[src/rtl/sobel_readback.sv]
// Streams one Sobel result layer out of the layered memory through a small
// ready/valid FIFO, accumulating a checksum and the maximum transferred pixel.
module sobel_readback #(
  parameter int NPIX   = 64516,
  parameter int FDEPTH = 4
) (
  input  logic        clk,
  input  logic        reset,
  input  logic        start,
  input  logic [1:0]  layer,
  output logic        busy,
  output logic        crd,
  output logic [1:0]  csel,
  output logic [15:0] caddr_rd,
  input  logic [7:0]  cdata_rd,
  output logic [7:0]  out_data,
  output logic        out_valid,
  input  logic        out_ready,
  output logic        done,
  output logic        err,
  output logic [23:0] checksum,
  output logic [7:0]  max_pix
);

  localparam int AW = $clog2(FDEPTH);
  localparam int CW = AW + 1;
  localparam logic [15:0] LAST_ADDR = 16'(NPIX - 1);
  localparam logic [CW:0] DEPTH     = (CW + 1)'(FDEPTH);

  typedef enum logic [1:0] {IDLE, READ, DRAIN, FIN} state_t;
  state_t state, next_state;

  logic [1:0]    lay_q;
  logic [15:0]   addr;
  logic [15:0]   addr_hold;
  logic          rd_pend;
  logic          err_q;
  logic [7:0]    mem [FDEPTH];
  logic [AW-1:0] wr_ptr;
  logic [AW-1:0] rd_ptr;
  logic [CW-1:0] count;
  logic          accept;
  logic          issue;
  logic          room;
  logic          push;
  logic          pop;

  // A read may only be issued if its data is guaranteed a FIFO slot on return.
  assign room = ({1'b0, count} + {{CW{1'b0}}, rd_pend}) < DEPTH;
  assign push = rd_pend;
  assign pop  = out_valid && out_ready;

  always_comb begin
    next_state = state;
    accept     = 1'b0;
    issue      = 1'b0;
    case (state)
      IDLE: begin
        if (start && (layer != 2'b00)) begin
          accept     = 1'b1;
          next_state = READ;
        end
      end
      READ: begin
        issue = room;
        if (issue && (addr == LAST_ADDR)) next_state = DRAIN;
      end
      DRAIN: begin
        if (!rd_pend && (count == '0)) next_state = FIN;
      end
      FIN:     next_state = IDLE;
      default: next_state = IDLE;
    endcase
  end

  assign crd       = issue;
  assign csel      = issue ? lay_q : 2'b00;
  assign caddr_rd  = issue ? addr : addr_hold;
  assign busy      = (state != IDLE);
  assign done      = (state == FIN);
  assign err       = err_q;
  assign out_valid = (count != '0);
  assign out_data  = mem[rd_ptr];

  always_ff @(posedge clk or negedge reset) begin
    if (!reset) state <= IDLE;
    else        state <= next_state;
  end

  always_ff @(posedge clk or negedge reset) begin
    if (!reset) begin
      lay_q     <= 2'b00;
      addr      <= '0;
      addr_hold <= '0;
      rd_pend   <= 1'b0;
      err_q     <= 1'b0;
      wr_ptr    <= '0;
      rd_ptr    <= '0;
      count     <= '0;
      checksum  <= '0;
      max_pix   <= '0;
    end else begin
      err_q   <= (state == IDLE) && start && (layer == 2'b00);
      rd_pend <= issue;
      if (issue) begin
        addr      <= addr + 16'd1;
        addr_hold <= addr;
      end
      if (accept) begin
        lay_q    <= layer;
        addr     <= '0;
        checksum <= '0;
        max_pix  <= '0;
        wr_ptr   <= '0;
        rd_ptr   <= '0;
        count    <= '0;
      end else begin
        if (push) wr_ptr <= wr_ptr + AW'(1);
        if (pop) begin
          rd_ptr   <= rd_ptr + AW'(1);
          checksum <= checksum + {16'd0, out_data};
          if (out_data > max_pix) max_pix <= out_data;
        end
        case ({push, pop})
          2'b10:   count <= count + CW'(1);
          2'b01:   count <= count - CW'(1);
          default: count <= count;
        endcase
      end
    end
  end

  // Storage is cleared on reset so out_data reads zero while held in reset.
  always_ff @(posedge clk or negedge reset) begin
    if (!reset) begin
      for (int i = 0; i < FDEPTH; i++) mem[i] <= '0;
    end else if (push) begin
      mem[wr_ptr] <= cdata_rd;
    end
  end

endmodule

[config.mk]
export PLATFORM = sky130hd
export DESIGN_NAME = sobel_readback
export DESIGN_NICKNAME = d
export VERILOG_FILES = /design/src/rtl/sobel_readback.sv
export SDC_FILE = /design/constraint.sdc
export NUM_CORES = 1
export LEC_CHECK = 0
export BUFFER_PORTS_ARGS = -buffer_cell sky130_fd_sc_hd__buf_2
export CAP_MARGIN = 20
export CORE_MARGIN = 1
export CORE_UTILIZATION = 30
export CTS_CLUSTER_SIZE = 12
export DETAILED_ROUTE_END_ITERATION = 6
export GPL_ROUTABILITY_DRIVEN = 0
export SKIP_CTS_REPAIR_TIMING = 1
export SYNTH_ARGS = -nofsm -noshare
export SYNTH_HDL_FRONTEND = slang
export SYNTH_SLANG_ARGS = --single-unit
[constraint.sdc]
create_clock -name clk -period 3.6 [get_ports clk]
set_input_delay 0.36 -clock clk [delete_from_list [all_inputs] [get_ports clk]]
set_output_delay 0.36 -clock clk [all_outputs]
set_load 0.03 [all_outputs]
==> results.txt, run 1 <==
Outcome = finished with violations
Failing checks = DRC
Leak = 3.11 nW
Core region area = 18,100 sq um
First-pass GRT wire length = 21,300 um
CTS Buf Count = 9
Synth Register Bits = 109
DR WL/cell = 15.2 um
Initial DRC Count = 229
VDD IR max = 0.000479 V
H-tree levels = 3
Final Hold Fails = 0
Worst setup startpoint = rd_ptr[0]
Die Span Y = 138 um
GRT Util Overall = 0.141
FF-to-FF path depth = 8
Slew headroom = 0.563
I/O Pins = 77
R2R Path Start = rd_ptr[0]
Root buf cell = clkbuf_16
Placed instance count = 826
Endpoints failing setup = 0
Number of fill cells = 1,807
Layout cells sized above 1 = 0.246
Synth Instances = 530
Synthesized area per cell = 10.5 sq um
Layout Cells excl Fill = 842
Post-DP HPWL = 9090 um
Commonest cells after routing, fill and taps aside = 109 x dfrtp_1, 79 x nand2_1, 75 x buf_2
Max Root-Sink Buffers = 2
Register area share after synthesis = 0.489
Global route overflow = 0
Core Rows = 49
Via count = 4,105
Synth area leaders = dfrtp_1 49%, mux2_2 6.7%, ha_1 5.8%, nand2_1 5.3%, mux4_2 3.2%
CTS Sinks = 109
Setup TNS Final = 0 ps
Slew at the pin with the worst max-slew slack = 652 ps
Final Skew = 9.39 ps
Area leader, netlist = dfrtp_1
Post-Syn Area = 5570 sq um
Max-cap violations = 0
Critical R2R Capture = checksum[20]
Total die area = 19,100 sq um
Tightest Hold Check Type = in -> async
Post-synth top flop = dfrtp_1
Final Max Slew Viols = 0
# port buffers = 76
Nets = 650
Antenna diode count = 0
Number of remaining DRC errors = 12
Worst-path clk slew = 80 ps
Crit path DAT = 3480 ps
Post-synth ARST share = 1.00
YS warnings = 0
EDFF count, synth = 0
Detail Route Antenna Nets = 0
Vias in the first global route = 4,052
Syn Nets = 572
Tmin final = 3190 ps
Yosys top cell area share = 0.489
Detailed Routing Iterations Pass 1 = 7
Startpoint type of the worst setup path = flop
Crit share post-route = 0.887
Initial Util = 0.308
Largest net degree at the start of global routing = 110
Commonest non-fill, non-tap cell in the layout = dfrtp_1
Crit path kind = reg -> reg
Reg area = 2730 sq um
Footprint of the multi-input gates = 2700 sq um
RSZ-0062 raised after global routing = false
Unique cell type count in the Yosys netlist = 52
Clock tree from TritonCTS = yes
FF-to-FF setup slack = 410 ps
Crit Path Max Fanout = 8
Chip Width = 138 um
Critical Path End = checksum[20]
Vias per inst = 4.88
Routed wire length = 12,800 um
Area grow syn2layout = 18.2%
Fmax = 0.313 GHz
Worst Setup End Kind = flop
Initial antenna violation count = 0
Power Dens Cells = 1030 nW/um^2
Worst Path Required = 3890 ps
Worst skew pair latency = 360 ps
## cell usage after synthesis (all sizes together) (2+ instances only)
cell type	number
fa	2
and3	9
clkbuf	11
o21ai	26
or3	6
nand4	5
o211ai	5
dfrtp	109
and4	2
buf	6
nor3	10
nor2	43
mux2	33
o2111ai	2
a211o	3
xor2	18
nor4b	2
a21oi	27
ha	26
or4	7
a211oi	7
nand2	79
nor4	5
and2	5
mux2i	3
mux4	8
inv	20
nand3	19
xnor2	10
nand2b	2
o31ai	7
a31oi	3
## registers in the layout, summed over array words and instances, names as in the netlist
register / cells
addr: 16
addr_hold: 16
checksum: 24
count: 3
err: 1
lay_q: 2
max_pix: 8
mem: 32
push: 1
rd_ptr: 2
state: 2
wr_ptr: 2
## where the power goes
group / switching (W) / internal (W)
clock network: 0.000519 / 0.000571
registers: 0.000362 / 0.00166
logic: 0.00232 / 0.00139
## kinds of logic after synthesis
kind of cell	count (synthesis)	synth area share
DFF	109	0.489
buffers and inverters	38	0.0274
AOI/OAI and AO/OA	85	0.0954
adders and majority gates	28	0.0655
xor gates and xnor gates	28	0.0440
and+or+nand+nor	198	0.174
muxes	44	0.104
## stage by stage
stage / hold WS [ps] / utilization / instance area (sq um) / total power [W] / setup slack [ps]
after detailed placement: 453 / 0.346 / 6250 / 0.00578 / 389
after global routing: 107 / 0.364 / 6590 / 0.00736 / 186
final: 39.8 / 0.364 / 6590 / 0.00682 / 406
after CTS: 91.6 / 0.364 / 6590 / 0.00691 / 362
after floorplan: 64.4 / - / 5570 / 0.00474 / 600
after global placement: 450 / 0.346 / 6250 / 0.00574 / 451
## worst max-delay path, cell delays in order (launching register included)
cell and delay [ps]:
dfrtp_1 610, buf_4 210, mux4_2 550, ha_1 430
nand3_2 170, a211oi_4 290, nor2_1 170, or4_1 530
a21oi_1 160
## metal layers
layer  global-route usage  share of wire
met1                0.189           0.49
met2                0.219           0.46
met3               0.0378          0.047
met4               0.0520          0.013
met5                    0              0
## area by class of cell
class	instances	share of cell area
clock buffers	9	0.0342
clock inverters	7	0.0175
inverters	21	0.0120
flip-flops and latches	109	0.414
multi-input cells	383	0.410
repair buffers	84	0.0691
well taps	229	0.0435
## worst min-delay path by stage
stage                         to  cells after the start
floorplan                addr[0]                      0
global placement    addr_hold[9]                      2
detailed placement  addr_hold[1]                      2
CTS                      mem[11]                      2
global route             mem[14]                      2
finish                    mem[3]                      2
Power figures use the tool's default switching activity.
==> run 2: changes to the inputs <==
Settings changed: CTS_BUF_LIST set to sky130_fd_sc_hd__clkbuf_4 sky130_fd_sc_hd__clkbuf_8.
==> results.txt, run 2 (same netlist as run 1, synthesis figures left out) <==
Slew headroom = 0.563
Fmax = 0.313 GHz
Top Registers = mem x32, checksum x24
Startpoint type of the worst setup path = flop
Total die area = 19,100 sq um
Hold_ws = 5.99 ps
Critical R2R Capture = checksum[20]
Global route overflow = 0
Clock tree from TritonCTS = yes
Final Max Slew Viols = 0
First-pass GRT wire length = 21,300 um
Core Rows = 49
Largest net degree at the start of global routing = 110
VDD IR max = 0.000466 V
Tightest Hold Check Type = in -> async
Initial antenna violation count = 0
I/O Pins = 77
Via count = 4,104
RSZ-0062 raised after global routing = false
Area grow syn2layout = 16.4%
FF-to-FF setup slack = 400 ps
Worst-path clk slew = 120 ps
Worst skew pair latency = 410 ps
Reg with most FFs = mem
Detail Route Antenna Nets = 0
Reg area = 2730 sq um
Slowest cell on crit path = dfrtp_1
Chip Width = 138 um
CTS Buf Count = 9
Initial Util = 0.308
Number of remaining DRC errors = 12
Nets = 650
Max-cap violations = 0
Max reg flops = 32
Initial DRC Count = 222
H-tree levels = 3
Root buf cell = clkbuf_8
Slew at the pin with the worst max-slew slack = 653 ps
Crit Path Max Fanout = 8
Max Root-Sink Buffers = 2
Worst Setup End Kind = flop
Vias in the first global route = 4,058
Crit share post-route = 0.889
DR WL/cell = 15.2 um
R2R Path Start = rd_ptr[0]
Final Hold Fails = 0
CP Cell Sequence = buf_4 -> mux4_2 -> ha_1 -> nand3_2 -> a211oi_4 -> nor2_1 -> or4_1 -> a21oi_1
Commonest cells after routing, fill and taps aside = 109 x dfrtp_1, 79 x nand2_1, 75 x buf_2
Crit path kind = reg -> reg
Layout cells sized above 1 = 0.246
Routed wire length = 12,800 um
GRT Util Overall = 0.141
Setup TNS Final = 0 ps
Worst Path Required = 3940 ps
Vias per inst = 4.87
Commonest non-fill, non-tap cell in the layout = dfrtp_1
Detailed Routing Iterations Pass 1 = 6
Leak = 3.06 nW
Post-DP HPWL = 9090 um
Footprint of the multi-input gates = 2700 sq um
Endpoints failing setup = 0
Core region area = 18,100 sq um
Tmin final = 3200 ps
Critical path's largest stage delay = 620 ps
Outcome = finished with violations
Number of fill cells = 1,830
CTS Sinks = 109
# port buffers = 76
Die Span Y = 138 um
Power Dens Cells = 1010 nW/um^2
Antenna diode count = 0
FF-to-FF path depth = 8
Failing checks = DRC
Crit path DAT = 3540 ps
Final Skew = 12.9 ps
run 2: cell types whose count changed in the layout (fill, tap and decap cells not counted):
cell and delta:
clkbuf_16 -9, clkbuf_8 +9
run 2: metrics by stage:
stage                     area [sq um]  setup WS, ps  utilization  instances  total power (W)
after floorplan                   5570           600            -        530          0.00474
after global placement            6250           451        0.346        826          0.00574
after detailed placement          6250           389        0.346        826          0.00578
after CTS                         6490           351        0.359        842          0.00666
after global routing              6490           173        0.359        842          0.00711
final                             6490           400        0.359        842          0.00658
run 2: layout make-up:
class	instances	area share
clock buffer	9	0.0191
inverter	21	0.0121
multi-input combinational	383	0.416
timing repair buffer	84	0.0702
sequential	109	0.420
clock inverter	7	0.0177
tap	229	0.0442
run 2: routing by layer:
layer | GRT usage | up-vias | routed length (um)
met5 | 0 | - | 0
met3 | 0.0409 | 13 | 612
met4 | 0.0467 | 0 | 212
met2 | 0.220 | 60 | 5800
li1 | - | 2029 | -
met1 | 0.188 | 2002 | 6160
run 2: critical path: cells and delay by family, from the launching register on:
kind	cells	cell delay, ps
simple gates	3	870
flops	1	620
mux	1	550
compound gates	2	450
fa+ha+maj	1	430
buf+inv	1	210
run 2: power breakdown:
part | leakage, nW | total [W] | internal, W | switching (W)
combinational | 1.57 | 0.00371 | 0.00139 | 0.00232
sequential | 1.37 | 0.00202 | 0.00165 | 0.000363
clock | 0.117 | 0.000851 | 0.000352 | 0.000499
run 2: how the worst max path moves through the flow:
stage / from / endpoint / slack, ps / depth (start not counted)
floorplan: rd_ptr[0] / checksum[22] / 600 / 10
global placement: rd_ptr[0] / checksum[20] / 450 / 8
detailed placement: rd_ptr[0] / checksum[20] / 390 / 8
CTS: rd_ptr[0] / checksum[20] / 350 / 8
global route: rd_ptr[0] / checksum[19] / 170 / 8
finish: rd_ptr[0] / checksum[20] / 400 / 8
==> run 3: changes to the inputs <==
Settings changed: RECOVER_POWER set to 50.
==> results.txt, run 3 (same netlist as run 1, synthesis figures left out) <==
Worst Path Required = 3940 ps
Antenna diode count = 0
Crit path DAT = 3540 ps
Slew headroom = -0.805
Initial DRC Count = 226
Max reg flops = 32
Initial antenna violation count = 0
RSZ-0062 raised after global routing = false
Worst skew pair latency = 400 ps
Slew at the pin with the worst max-slew slack = 2710 ps
Worst Setup End Kind = flop
Area grow syn2layout = 15.5%
GRT Util Overall = 0.141
Vias per inst = 4.86
Core region area = 18,100 sq um
Vias in the first global route = 4,058
Crit Path Max Fanout = 8
Outcome = finished with violations
Critical path's largest stage delay = 620 ps
Max-cap violations = 1
FF-to-FF path depth = 8
FF-to-FF setup slack = 400 ps
Largest net degree at the start of global routing = 110
Leak = 2.95 nW
Detail Route Antenna Nets = 0
Setup TNS Final = 0 ps
Slowest cell on crit path = dfrtp_1
Crit path kind = reg -> reg
Chip Width = 138 um
Clock tree from TritonCTS = yes
Failing checks = DRC, capacitance limit, slew limit
Layout cells sized above 1 = 0.197
Critical R2R Capture = checksum[20]
Total die area = 19,100 sq um
Layout Cells excl Fill = 842
VDD IR max = 0.000465 V
Startpoint type of the worst setup path = flop
First-pass GRT wire length = 21,300 um
Number of remaining DRC errors = 12
Top Registers = mem x32, checksum x24
Endpoints failing setup = 0
Core Rows = 49
Max Root-Sink Buffers = 2
Final Hold Fails = 0
DR WL/cell = 15.2 um
Area post-placement = 6250 sq um
Nets = 650
R2R Path Start = rd_ptr[0]
Detailed Routing Iterations Pass 1 = 6
Final Skew = 14.4 ps
WHS Endpoint = err
Crit share post-route = 0.889
Tightest Hold Check Type = in -> reg
Crit-path leading delay family = simple AND/OR/NAND/NOR gates
Final Max Slew Viols = 110
Buffers plus inverters on the worst setup path = 1
Commonest non-fill, non-tap cell in the layout = dfrtp_1
Die Span Y = 138 um
CTS Buf Count = 9
CTS Sinks = 109
Reg with most FFs = mem
Power Dens Cells = 1020 nW/um^2
Non-Filler Cell Area, Final = 6440 sq um
Commonest cells after routing, fill and taps aside = 109 x dfrtp_1, 79 x nand2_1, 45 x buf_2
Setup slack after layout = 400 ps
Global route overflow = 0
Worst Hold Depth = 2
I/O Pins = 77
Root buf cell = clkbuf_8
# port buffers = 76
Pre-CTS setup slack = 389 ps
Post-DP HPWL = 9090 um
Routed wire length = 12,800 um
Initial Util = 0.308
H-tree levels = 3
Worst hold start = layer[1]
Worst-path clk slew = 120 ps
Tmin final = 3200 ps
CP Cell Sequence = buf_4 -> mux4_2 -> ha_1 -> nand3_2 -> a211oi_4 -> nor2_1 -> or4_1 -> a21oi_1
Fmax = 0.313 GHz
Via count = 4,096
Placed instance count = 826
-- run 3: metal layers --
metal,up-vias,part of all wire,global-route usage
met1,1996,0.48,0.188
met3,13,0.048,0.0409
met5,-,0,0
met2,60,0.45,0.220
li1,2027,-,-
met4,0,0.017,0.0467
-- run 3: how the worst max path moves through the flow --
stage                         start           end  slack, ps  cells after the start
after global routing      rd_ptr[0]  checksum[19]        170                      8
after detailed placement  rd_ptr[0]  checksum[20]        390                      8
after floorplan           rd_ptr[0]  checksum[22]        600                     10
final                     rd_ptr[0]  checksum[20]        400                      8
after global placement    rd_ptr[0]  checksum[20]        450                      8
after CTS                 rd_ptr[0]  checksum[20]        350                      8
-- run 3: power breakdown --
part / switching, W / internal (W) / leakage [nW] / total (W)
Sequential: 0.000366 / 0.00165 / 1.37 / 0.00202
Combinational: 0.00232 / 0.00136 / 1.46 / 0.00368
Clock: 0.000497 / 0.000352 / 0.117 / 0.000849
-- run 3: final cells by class --
cell class	instances	area, sq um
Tap cell	229	287
Clock inverter	7	115
Sequential cell	109	2730
Multi-Input combinational cell	383	2700
Fill cell	1846	11600
Clock buffer	9	124
Inverter	21	78.8
Timing Repair Buffer	84	403
-- run 3: metrics by stage --
| step | utilization | total power (W) | hold WS [ps] |
|---|---|---|---|
| 2_1_floorplan | - | 0.00474 | 64.4 |
| 3_3_place_gp | 0.346 | 0.00574 | 450 |
| 4_1_cts | 0.359 | 0.00666 | 25.7 |
| 5_1_grt | 0.356 | 0.00708 | 154 |
| 6_report | 0.356 | 0.00655 | 157 |
| 3_5_place_dp | 0.346 | 0.00578 | 453 |
